**src/rtl/serial_add_sub_pkg.sv**
```systemverilog
// Shared types and constants for the nibble-serial add/sub sequencer.
package serial_add_sub_pkg;
  localparam int NIBBLE_W = 4;

  typedef enum logic [1:0] {IDLE, RUN, DONE} state_t;

  function automatic int cnt_w(input int width);
    int n;
    n = $clog2(width / NIBBLE_W);
    return (n < 1) ? 1 : n;
  endfunction
endpackage

```
**src/rtl/serial_add_sub_ctrl_slice.sv**
```systemverilog
// 4-bit ripple add/sub slice built from an array of full adders.
// The m input inverts b for subtraction; ci is separate so carries can chain across nibbles.
module full_adder (
  input  logic a,
  input  logic b,
  input  logic ci,
  output logic s,
  output logic co
);
  assign s  = a ^ b ^ ci;
  assign co = (a & b) | (ci & (a ^ b));
endmodule

module nibble_add_slice
  import serial_add_sub_pkg::*;
(
  input  logic [NIBBLE_W-1:0] a,
  input  logic [NIBBLE_W-1:0] b,
  input  logic                m,
  input  logic                ci,
  output logic [NIBBLE_W-1:0] s,
  output logic                co,
  output logic                c3
);
  logic [NIBBLE_W:0]   c;
  logic [NIBBLE_W-1:0] bx;

  assign c[0] = ci;
  assign bx   = b ^ {NIBBLE_W{m}};

  full_adder u_fa [NIBBLE_W-1:0] (
    .a  (a),
    .b  (bx),
    .ci (c[NIBBLE_W-1:0]),
    .s  (s),
    .co (c[NIBBLE_W:1])
  );

  assign co = c[NIBBLE_W];
  assign c3 = c[NIBBLE_W-1];
endmodule

```
**src/rtl/serial_add_sub_ctrl.sv**
```systemverilog
// Multi-precision A+/-B sequencer: one nibble per cycle through a single slice, LSB first.
// Optional macro SERIAL_ADD_SUB_SATURATE_EN clamps overflowing results to the signed limit.
module serial_add_sub_ctrl
  import serial_add_sub_pkg::*;
#(
  parameter int WIDTH = 16
) (
  input  logic             clk,
  input  logic             rst_n,
  input  logic             in_valid,
  output logic             in_ready,
  input  logic [WIDTH-1:0] a,
  input  logic [WIDTH-1:0] b,
  input  logic             sub,
  output logic             out_valid,
  input  logic             out_ready,
  output logic [WIDTH-1:0] result,
  output logic             carry,
  output logic             overflow,
  output logic             zero
);
  localparam int NIB = WIDTH / NIBBLE_W;
  localparam int CW  = cnt_w(WIDTH);
  localparam logic [CW-1:0] LAST = CW'(NIB - 1);

  generate
    if ((WIDTH % NIBBLE_W) != 0 || WIDTH < NIBBLE_W) begin : g_bad_width
      $error("serial_add_sub_ctrl: WIDTH must be a multiple of 4 and >= 4");
    end
  endgenerate

  state_t                       state_q, state_d;
  logic [CW-1:0]                cnt_q;
  logic [NIB-1:0][NIBBLE_W-1:0] a_q, b_q, res_q, res_nxt, res_fin;
  logic                         sub_q, cy_q, carry_q, ovf_q, zero_q;
  logic [NIBBLE_W-1:0]          s;
  logic                         co, c3, last, ovf_nxt;

  nibble_add_slice u_slice (
    .a  (a_q[cnt_q]),
    .b  (b_q[cnt_q]),
    .m  (sub_q),
    .ci (cy_q),
    .s  (s),
    .co (co),
    .c3 (c3)
  );

  always_comb begin
    state_d = state_q;
    unique case (state_q)
      IDLE:    if (in_valid) state_d = RUN;
      RUN:     if (last) state_d = DONE;
      DONE:    if (out_ready) state_d = IDLE;
      default: state_d = IDLE;
    endcase
  end

  always_comb begin
    last           = (cnt_q == LAST);
    ovf_nxt        = co ^ c3;
    res_nxt        = res_q;
    res_nxt[cnt_q] = s;
    res_fin        = res_nxt;
`ifdef SERIAL_ADD_SUB_SATURATE_EN
    // Clamp direction follows the sign of A: an overflow always matches A's sign.
    if (ovf_nxt)
      res_fin = a_q[NIB-1][NIBBLE_W-1] ? {1'b1, {(WIDTH-1){1'b0}}}
                                       : {1'b0, {(WIDTH-1){1'b1}}};
`endif
  end

  always_ff @(posedge clk) begin
    if (!rst_n) state_q <= IDLE;
    else        state_q <= state_d;
  end

  always_ff @(posedge clk) begin
    if (!rst_n) begin
      cnt_q   <= '0;
      a_q     <= '0;
      b_q     <= '0;
      sub_q   <= 1'b0;
      cy_q    <= 1'b0;
      res_q   <= '0;
      carry_q <= 1'b0;
      ovf_q   <= 1'b0;
      zero_q  <= 1'b0;
    end else begin
      unique case (state_q)
        IDLE: if (in_valid) begin
          a_q   <= a;
          b_q   <= b;
          sub_q <= sub;
          cy_q  <= sub;  // +1 of the two's-complement negate enters as carry-in
          cnt_q <= '0;
        end
        RUN: begin
          cy_q  <= co;
          cnt_q <= cnt_q + CW'(1);
          if (last) begin
            res_q   <= res_fin;
            carry_q <= co;
            ovf_q   <= ovf_nxt;
            zero_q  <= (res_fin == '0);
          end else begin
            res_q   <= res_nxt;
          end
        end
        default: ;
      endcase
    end
  end

  assign in_ready  = (state_q == IDLE);
  assign out_valid = (state_q == DONE);
  assign result    = res_q;
  assign carry     = carry_q;
  assign overflow  = ovf_q;
  assign zero      = zero_q;
endmodule

```
**config.mk**
```make
export PLATFORM = sky130hd
export DESIGN_NAME = serial_add_sub_ctrl
export DESIGN_NICKNAME = d
export VERILOG_FILES = /design/src/rtl/serial_add_sub_pkg.sv /design/src/rtl/serial_add_sub_ctrl_slice.sv /design/src/rtl/serial_add_sub_ctrl.sv
export SDC_FILE = /design/constraint.sdc
export NUM_CORES = 1
export LEC_CHECK = 0
export BUFFER_PORTS_ARGS = -buffer_cell sky130_fd_sc_hd__buf_2
export CAP_MARGIN = 15
export CORE_ASPECT_RATIO = 0.5
export CORE_MARGIN = 10
export CORE_UTILIZATION = 55
export DETAILED_ROUTE_END_ITERATION = 16
export PLACE_DENSITY_LB_ADDON = 0.2
export SYNTH_ARGS = -nofsm -noshare
export SYNTH_HDL_FRONTEND = slang
export SYNTH_SLANG_ARGS = --single-unit
```
**constraint.sdc**
```tcl
create_clock -name clk -period 7.66 [get_ports clk]
set_input_delay 1.915 -clock clk [delete_from_list [all_inputs] [get_ports clk]]
set_output_delay 1.915 -clock clk [all_outputs]
set_load 0.005 [all_outputs]
```
==> impl_metrics.py, run 1 <==
metrics = {
    "run_status": {
        "status": "completed",
    },
    "cts": {
        "clock-sinks": 57,
        "hold_buffers": 0,
        "post_cts_resized": 0,
        "root_buffer": "clkbuf_8",
        "clk_path_buf_depth": 2,
        "htree_levels": 3,
        "cts_inserted_buffers": 9,
        "post_cts_buffers": 0,
        "cts_tree": "done",
        "worstSkewPairLatency_ps": 340,
        "path_clk_slew_ps": 70,
    },
    "timing": {
        "setup_tns_ps": 0,
        "rsz0062_at_grt": "false",
        "worst_pin_slew_ps": 683,
        "hold_viol_final": 0,
        "fmax_ghz": 0.260,
        "post-route-min-period_ps": 3850,
        "slew_violations": 0,
        "finalSetupViolCount": 0,
        "min_period_over_period": 0.503,
        "fin_skew_ps": 8.87,
        "slew_headroom": 0.545,
    },
    "floorplanning": {
        "die_area_sq_um": 8310,
        "row_count": 17,
        "die_y_um": 69.7,
        "coreArea_sq_um": 4570,
        "ios": 58,
        "die_x_um": 119,
        "start_util": 0.593,
    },
    "logic_synthesis": {
        "synth.area.top_cells": "dfxtp_1 (42%), nand2_1 (11%), mux4_2 (6.6%)",
        "yosys_warnings": 0,
        "synth_area_leader_cell": "dfxtp_1",
        "syn_avg_cell_area_sq_um": 9.72,
        "synth-seq-area-share": 0.421,
        "synth_ff_type": "dfxtp_1",
        "synth_fp_nets": 324,
        "synth_area_sq_um": 2710,
        "synth.distinct_cells": 36,
        "syn-instance-count": 279,
        "netlist.area_leader.share": 0.421,
        "ys_ff_latch": 57,
        "synth-edff-count": 0,
        "async_flop_share": 0,
    },
    "critical_path": {
        "rr_worst_depth": 11,
        "r2r-end": "zero",
        "path_class": "flip-flop to flip-flop",
        "critical_path.startpoint_type": "flip-flop",
        "crit_fanout": 12,
        "rr_startpoint": "cnt_q[1]",
        "cp.required_ps": 7910,
        "r2r_slack_ps": 3810,
        "worstPathArrival_ps": 4100,
        "end_kind": "flip-flop",
    },
    "flow_run": {
        "maxCapViolations": 0,
    },
    "min_path": {
        "whs_endpoint": "b_q[3]",
        "min-delay-start": "b_q[3]",
        "holdPathStages": 2,
        "hp-class": "flip-flop to flip-flop",
    },
    "detailed_routing": {
        "post-route-drc-count": 0,
        "wire_per_inst_um": 15.1,
        "num_vias": 2054,
        "ant_nets": 0,
        "drt_iter0_markers": 101,
        "first_pass_iters": 4,
        "totalWireLength_um": 6010,
        "via_per_inst": 5.17,
    },
    "global_route": {
        "grt_pass1_vias": 2107,
        "grt_max_degree": 46,
        "grt_pass1_wl_um": 10000,
        "antenna_found_initial": 0,
        "grt-ovfl-total": 0,
        "track_usage": 0.147,
    },
    "finish": {
        "drive_gt1_frac": 0.317,
        "final_nets": 372,
        "syn2layout_area_growth_pct": 14.0,
        "antenna_cells": 0,
        "layout_commonest_cell": "nand2_1",
        "final_cell_mix": "nand2_1 (76), dfxtp_1 (57), buf_2 (57), nand2_2 (12), clkbuf_8 (12)",
    },
    "placement": {
        "io_buffers": 57,
        "place_hpwl_um": 4440,
        "gp_congestion": 0.779,
    },
    "pwr": {
        "p_leak_nw": 1.35,
        "ir_worst_vdd_mv": 0.102,
        "p_total_mw": 0.677,
        "powerDensity_nw_per_um2": 219,
    },
}
==> worst max-delay path, cell delays in order, from the launching register on <==
cell and delay [ps]:
dfxtp_1 690, mux4_2 580, xor2_1 190, fa_1 200, inv_1 50, fa_1 410, fa_1 420, inv_1 90
fa_1 480, nor4b_2 230, o221ai_1 160, o31ai_1 260
==> area by class of cell <==
class                      instances  area, sq um
clock inverter                     2         12.5
inverter                           7         26.3
multi-input combinational        195         1380
sequential                        57         1140
fill                             390         1480
tap                               66         82.6
clock buffer                      13          169
timing repair buffer              57          285
==> cell families (layout without fill, tap and decap cells) <==
| kind of cell | after synthesis | after routing | share of synthesized area |
|---|---|---|---|
| DFF | 57 | 57 | 0.421 |
| adders and majority gates | 8 | 8 | 0.0480 |
| muxes | 14 | 14 | 0.0886 |
| buffers and inverters | 27 | 79 | 0.0720 |
| AOI/OAI and AO/OA | 53 | 53 | 0.158 |
| xor gates and xnor gates | 5 | 5 | 0.0161 |
| and+or+nand+nor | 115 | 115 | 0.196 |
==> power breakdown <==
group | total [mW] | switching (mW) | internal [mW]
Combinational | 0.0962 | 0.0520 | 0.0441
Sequential | 0.324 | 0.0124 | 0.312
Clock | 0.257 | 0.115 | 0.142
==> sequential cells by signal (all words and copies together), names as in the netlist <==
signal and flops:
a_q 16, b_q 16, carry 1, cnt_q 2, cy_q 1, overflow 1
result 16, state_q 2, sub_q 1, zero 1
==> worst max path at each step <==
stage | start | endpoint | slack [ps] | depth (start not counted)
detailed placement | cnt_q[1] | zero | 3840 | 11
CTS | cnt_q[1] | zero | 3820 | 11
floorplan | cnt_q[1] | zero | 4340 | 12
global placement | cnt_q[1] | zero | 4010 | 11
finish | cnt_q[1] | zero | 3810 | 11
global route | cnt_q[1] | zero | 3620 | 11
==> per-layer routing <==
metal,track usage,routed length (um),up-vias
met5,0,0,-
met2,0.231,2760,48
met3,0.0632,327,8
met4,0.0487,74,0
met1,0.176,2850,969
li1,-,-,1029
==> cells in the mapped netlist, types with 4 or more instances <==
master     n
nand2_1   76
dfxtp_1   57
nand2_2   12
a21boi_1  10
a21boi_2  10
a21oi_1   10
a21boi_0   9
mux4_2     8
o211a_1    8
inv_1      7
buf_4      6
mux2i_1    6
clkbuf_1   5
nor2b_1    5
and2_1     4
fa_1       4
ha_1       4
nand3_1    4
nor2_1     4
==> per-stage QoR <==
step           utilization  hold WS (ps)  worst slack, ps  instances  cell area [sq um]
2_1_floorplan            -           432             4340        279               2710
3_3_place_gp         0.637           443             4010        382               2910
3_5_place_dp         0.637           448             3840        382               2910
4_1_cts              0.676           457             3820        397               3090
5_1_grt              0.676           471             3620        397               3090
6_report             0.676           456             3810        397               3090
Power figures use the tool's default switching activity.
==> inputs of run 2 (changes only) <==
Settings changed: ABC_AREA set to 1, CORE_UTILIZATION 55 to 54.
Clock period 7.66 ns to 4 ns, I/O delays scaled along.
==> impl_metrics.py, run 2 <==
metrics = {
    "logic_synthesis": {
        "synth.area.top_cells": "dfxtp_1 (43%), nor2_1 (12%), nand2_1 (12%)",
        "synth_compound_area_frac": 0.167,
        "async_flop_share": 0,
        "synth_fp_nets": 421,
        "yosys_warnings": 0,
        "synth.distinct_cells": 24,
        "muxShareOfSynthArea": 0,
        "synth_ff_type": "dfxtp_1",
        "ys_ff_latch": 57,
        "synth-seq-area-share": 0.427,
        "synth_area_sq_um": 2670,
        "synth-edff-count": 0,
        "syn_avg_cell_area_sq_um": 7.11,
        "yosys.area_share.xor_xnor": 0.0164,
        "netlist.area_leader.share": 0.427,
        "synth_area_leader_cell": "dfxtp_1",
        "synth_adder_area_share": 0.0487,
        "synthTopCellsByCount": "nor2_1 (88), nand2_1 (82), dfxtp_1 (57)",
        "synth_most_common_cell": "nor2_1",
        "syn-instance-count": 376,
        "synthSimpleGateAreaFrac": 0.262,
        "synth_top_family_by_area": "simple AND/OR/NAND/NOR gates",
    },
    "critical_path": {
        "r2r_slack_ps": 560,
        "cp-endpoint": "zero",
        "end_kind": "flip-flop",
        "crit_fanout": 18,
        "rr_worst_depth": 18,
        "cp-startpoint": "cnt_q[0]",
        "path_class": "flip-flop to flip-flop",
        "cp.required_ps": 4270,
        "rr_startpoint": "cnt_q[0]",
        "r2r-end": "zero",
        "worstPathArrival_ps": 3710,
        "critical_path.startpoint_type": "flip-flop",
    },
    "cts": {
        "post_cts_buffers": 0,
        "cts_tree": "done",
        "root_buffer": "clkbuf_8",
        "htree_levels": 3,
        "clk_path_buf_depth": 2,
        "cts_inserted_buffers": 9,
        "worstSkewPairLatency_ps": 330,
        "path_clk_slew_ps": 70,
        "clock-sinks": 57,
        "hold_buffers": 0,
        "post_cts_resized": 0,
    },
    "detailed_routing": {
        "post-route-drc-count": 0,
        "drt_iter0_markers": 218,
        "num_vias": 2605,
        "wire_per_inst_um": 13.7,
        "totalWireLength_um": 6820,
        "first_pass_iters": 4,
        "ant_nets": 0,
        "via_per_inst": 5.23,
    },
    "timing": {
        "min_period_over_period": 0.860,
        "hold_viol_final": 0,
        "slew_violations": 0,
        "setup_tns_ps": 0,
        "fmax_ghz": 0.291,
        "slew_headroom": 0.528,
        "fin_ws_ps": 562,
        "fin_skew_ps": 7.08,
        "post-route-min-period_ps": 3440,
        "rsz0062_at_grt": "false",
        "worst_pin_slew_ps": 709,
        "finalSetupViolCount": 0,
    },
    "global_route": {
        "antenna_found_initial": 0,
        "use_met2": 0.261,
        "grt_pass1_vias": 2516,
        "grt.busiest_layer": "met2",
        "grt_util_met1": 0.192,
        "track_usage": 0.164,
        "grt_pass1_wl_um": 11400,
        "grt-ovfl-total": 0,
        "grt_use_met3": 0.0802,
        "grt_max_degree": 50,
    },
    "finish": {
        "layout_commonest_cell": "nor2_1",
        "syn2layout_area_growth_pct": 16.9,
        "final_nets": 473,
        "antenna_cells": 0,
        "stdcell_count": 498,
        "final_cell_mix": "nor2_1 (88), nand2_1 (82), dfxtp_1 (57), buf_2 (57), o21ai_0 (54)",
        "utilization": 0.680,
        "drive_gt1_frac": 0.190,
        "fillCellCount": 417,
    },
    "placement": {
        "dp_slack_ps": 618,
        "io_buffers": 57,
        "place_hpwl_um": 4890,
        "gp_congestion": 0.851,
        "placed_cells": 483,
    },
    "floorplanning": {
        "start_util": 0.582,
        "die_y_um": 69.7,
        "row_count": 17,
        "ios": 58,
        "die_area_sq_um": 8330,
        "die_x_um": 119,
        "coreArea_sq_um": 4590,
    },
    "pwr": {
        "powerDensity_nw_per_um2": 463,
        "ir_worst_vdd_mv": 0.246,
        "p_leak_nw": 1.47,
    },
    "run_status": {
        "status": "completed",
    },
    "min_path": {
        "hp-class": "flip-flop to flip-flop",
    },
    "flow_run": {
        "maxCapViolations": 0,
    },
}
run 2: logic make-up (layout without fill, tap and decap cells):
kind of cell | after synthesis | in the layout
AO/OA/AOI/OAI | 83 | 83
XOR/XNOR | 5 | 5
adder cells (fa/ha/maj) | 8 | 8
buffers and inverters | 42 | 98
flip-flops | 57 | 57
AND/OR/NAND/NOR | 181 | 181
run 2: worst min path at each step:
stage	from	to	slack [ps]	depth (start not counted)
floorplan	a_q[1]	a_q[1]	420	2
CTS	overflow	overflow	470	2
detailed placement	overflow	overflow	460	2
finish	overflow	overflow	470	2
global route	a_q[1]	a_q[1]	480	2
global placement	result[13]	result[13]	450	2
run 2: where the power goes:
group          internal (mW)  switching [mW]  total [mW]
sequential             0.612          0.0293       0.641
clock                  0.283           0.225       0.508
combinational          0.109           0.187       0.296
total                   1.00           0.441        1.45
run 2: cell type report:
cell class              instances  area (sq um)  share of cell area
flip-flops and latches         57          1140               0.365
clock buffers                  10           128              0.0409
well taps                      66          82.6              0.0264
inverters                      23          86.3              0.0276
clock inverters                 5          57.6              0.0184
repair buffers                 60           308              0.0986
multi-input cells             277          1320               0.423
run 2: routing by layer:
layer | part of all wire | wire, um
met1 | 0.45 | 3070
met2 | 0.46 | 3130
met3 | 0.083 | 569
met4 | 0.0086 | 59
met5 | 0 | 0
run 2: worst max-delay path, cell delays in order, from the launching register on:
cell and delay, ps:
dfxtp_1 500, inv_2 210, nand2_1 100, nand3_1 60, nand2_1 90, xor2_1 190, fa_1 200, inv_1 50
fa_1 380, fa_1 420, inv_1 90, fa_1 470, nand2_1 120, nand2_1 60, nor2_1 110, nand2_1 60
nor2_1 80, nand2_1 70, a21oi_2 100
run 2: per-stage QoR:
step / power, mW / hold slack [ps] / area (sq um)
CTS: 1.45 / 471 / 3120
floorplan: 0.862 / 424 / 2670
detailed placement: 0.945 / 460 / 2940
finish: 1.45 / 470 / 3120
global route: 1.53 / 484 / 3120
global placement: 0.933 / 451 / 2940
==> inputs of run 3 (changes only) <==
Settings changed: GPL_TIMING_DRIVEN set to 0.
==> impl_metrics.py, run 3 (synthesis gave the netlist of run 2 again) <==
metrics = {
    "cts": {
        "post_cts_buffers": 0,
        "hold_buffers": 0,
        "cts_tree": "done",
        "clk_path_buf_depth": 2,
        "worstSkewPairLatency_ps": 340,
        "post_cts_resized": 0,
        "path_clk_slew_ps": 60,
        "root_buffer": "clkbuf_8",
        "clock-sinks": 57,
        "htree_levels": 3,
        "cts_inserted_buffers": 9,
    },
    "pwr": {
        "power_frac_clock": 0.326,
        "switchingPower_mw": 0.433,
        "swShare": 0.305,
        "p_comb_frac": 0.224,
        "p_seq_frac": 0.450,
        "powerDensity_nw_per_um2": 444,
        "ir_worst_vdd_mv": 0.243,
        "internal_power_mw": 0.986,
        "p_leak_nw": 1.52,
    },
    "finish": {
        "final_nets": 488,
        "syn2layout_area_growth_pct": 19.7,
        "antenna_cells": 0,
        "layout_commonest_cell": "nor2_1",
        "finalInstanceArea_sq_um": 3200,
        "final_cell_mix": "nor2_1 (88), nand2_1 (82), buf_2 (63), dfxtp_1 (57), o21ai_0 (54)",
        "drive_gt1_frac": 0.202,
        "fillCellCount": 398,
    },
    "critical_path": {
        "end_kind": "flip-flop",
        "critical_path.startpoint_type": "flip-flop",
        "crit_fanout": 11,
        "worstPathArrival_ps": 3880,
        "cp.required_ps": 4270,
        "path_class": "flip-flop to flip-flop",
    },
    "global_route": {
        "grt-ovfl-total": 0,
        "track_usage": 0.168,
        "grt_max_degree": 12,
        "grt_pass1_vias": 2509,
        "antenna_found_initial": 0,
        "grt_pass1_wl_um": 11600,
    },
    "placement": {
        "place_hpwl_um": 5180,
        "gp_congestion": 0.880,
        "io_buffers": 56,
        "post_dp_cell_area_sq_um": 3040,
    },
    "timing": {
        "post-route-min-period_ps": 3610,
        "slew_headroom": 0.680,
        "fin_skew_ps": 5.73,
        "fmax_ghz": 0.277,
        "finalSetupViolCount": 0,
        "min_period_over_period": 0.903,
        "worst_pin_slew_ps": 480,
        "slew_violations": 0,
        "hold_viol_final": 0,
        "rsz0062_at_grt": "false",
        "setup_tns_ps": 0,
        "fin_hold_ws_ps": 460,
    },
    "detailed_routing": {
        "post-route-drc-count": 0,
        "totalWireLength_um": 7050,
        "num_vias": 2639,
        "drt_iter0_markers": 189,
        "wire_per_inst_um": 13.8,
        "ant_nets": 0,
        "first_pass_iters": 5,
        "via_per_inst": 5.15,
    },
    "floorplanning": {
        "die_x_um": 119,
        "die_area_sq_um": 8330,
        "start_util": 0.582,
        "die_y_um": 69.7,
        "coreArea_sq_um": 4590,
        "ios": 58,
        "row_count": 17,
    },
    "flow_run": {
        "maxCapViolations": 0,
    },
    "min_path": {
        "hp-class": "flip-flop to flip-flop",
    },
    "run_status": {
        "status": "completed",
    },
}
-- run 3: cell types whose count changed in the layout (fill, tap and decap cells not counted), moves of 2 or more --
cell	change
clkinvlp_4	-3
clkbuf_8	+2
buf_2	+6
buf_6	+4
clkbuf_1	+6
-- run 3: cell type report --
type / instances / area [sq um] / share of cell area
Multi-Input combinational cell: 277 / 1320 / 0.413
Sequential cell: 57 / 1140 / 0.357
Timing Repair Buffer: 56 / 280 / 0.0876
Clock buffer: 14 / 163 / 0.0509
Buffer: 19 / 125 / 0.0391
Inverter: 23 / 86.3 / 0.0270
Tap cell: 66 / 82.6 / 0.0258
-- run 3: critical path: stages (launching register included) --
cell and delay (ps):
dfxtp_1 360, buf_4 190, clkinv_1 300, nand3_1 180
nand2_1 80, xor2_1 190, fa_1 200, inv_1 50
fa_1 370, fa_1 410, inv_1 80, fa_1 500
nand2_1 120, nand2_1 70, nor2_1 110, nand2_1 60
nor2_1 80, nand2_1 70, a21oi_2 100
-- run 3: path summary, 6_finish.rpt --
check                               from  endpoint  cells past startpoint  slack, ps
worst max-delay path            cnt_q[1]      zero                     18        390
worst min-delay path              a_q[1]    a_q[1]                      2        460
worst max register to register  cnt_q[1]      zero                     18        390
worst min register to register    a_q[1]    a_q[1]                      2        460
-- run 3: stage by stage --
step / utilization / total power [mW] / setup WS, ps / std cells
after global placement: 0.661 / 0.953 / 489 / 498
final: 0.696 / 1.42 / 388 / 512
after detailed placement: 0.661 / 0.963 / 456 / 498
after CTS: 0.696 / 1.42 / 413 / 512
after floorplan: - / 0.862 / 906 / 376
after global routing: 0.696 / 1.51 / 1.24 / 512
-- run 3: per-layer routing --
layer,part of all wire,routed length (um),global-route usage,up-vias
met2,0.45,3190,0.269,81
met1,0.46,3250,0.199,1204
met3,0.075,532,0.0696,12
met5,0,0,0,-
met4,0.011,76,0.0513,0
li1,-,-,-,1342
-- run 3: power groups by stage --
stage	logic, mW	clock network [mW]	registers, mW
4_1_cts	0.316	0.467	0.638
2_1_floorplan	0.218	0	0.644
3_5_place_dp	0.313	0	0.649
5_1_grt	0.361	0.502	0.643
3_3_place_gp	0.306	0	0.647
6_report	0.319	0.462	0.639
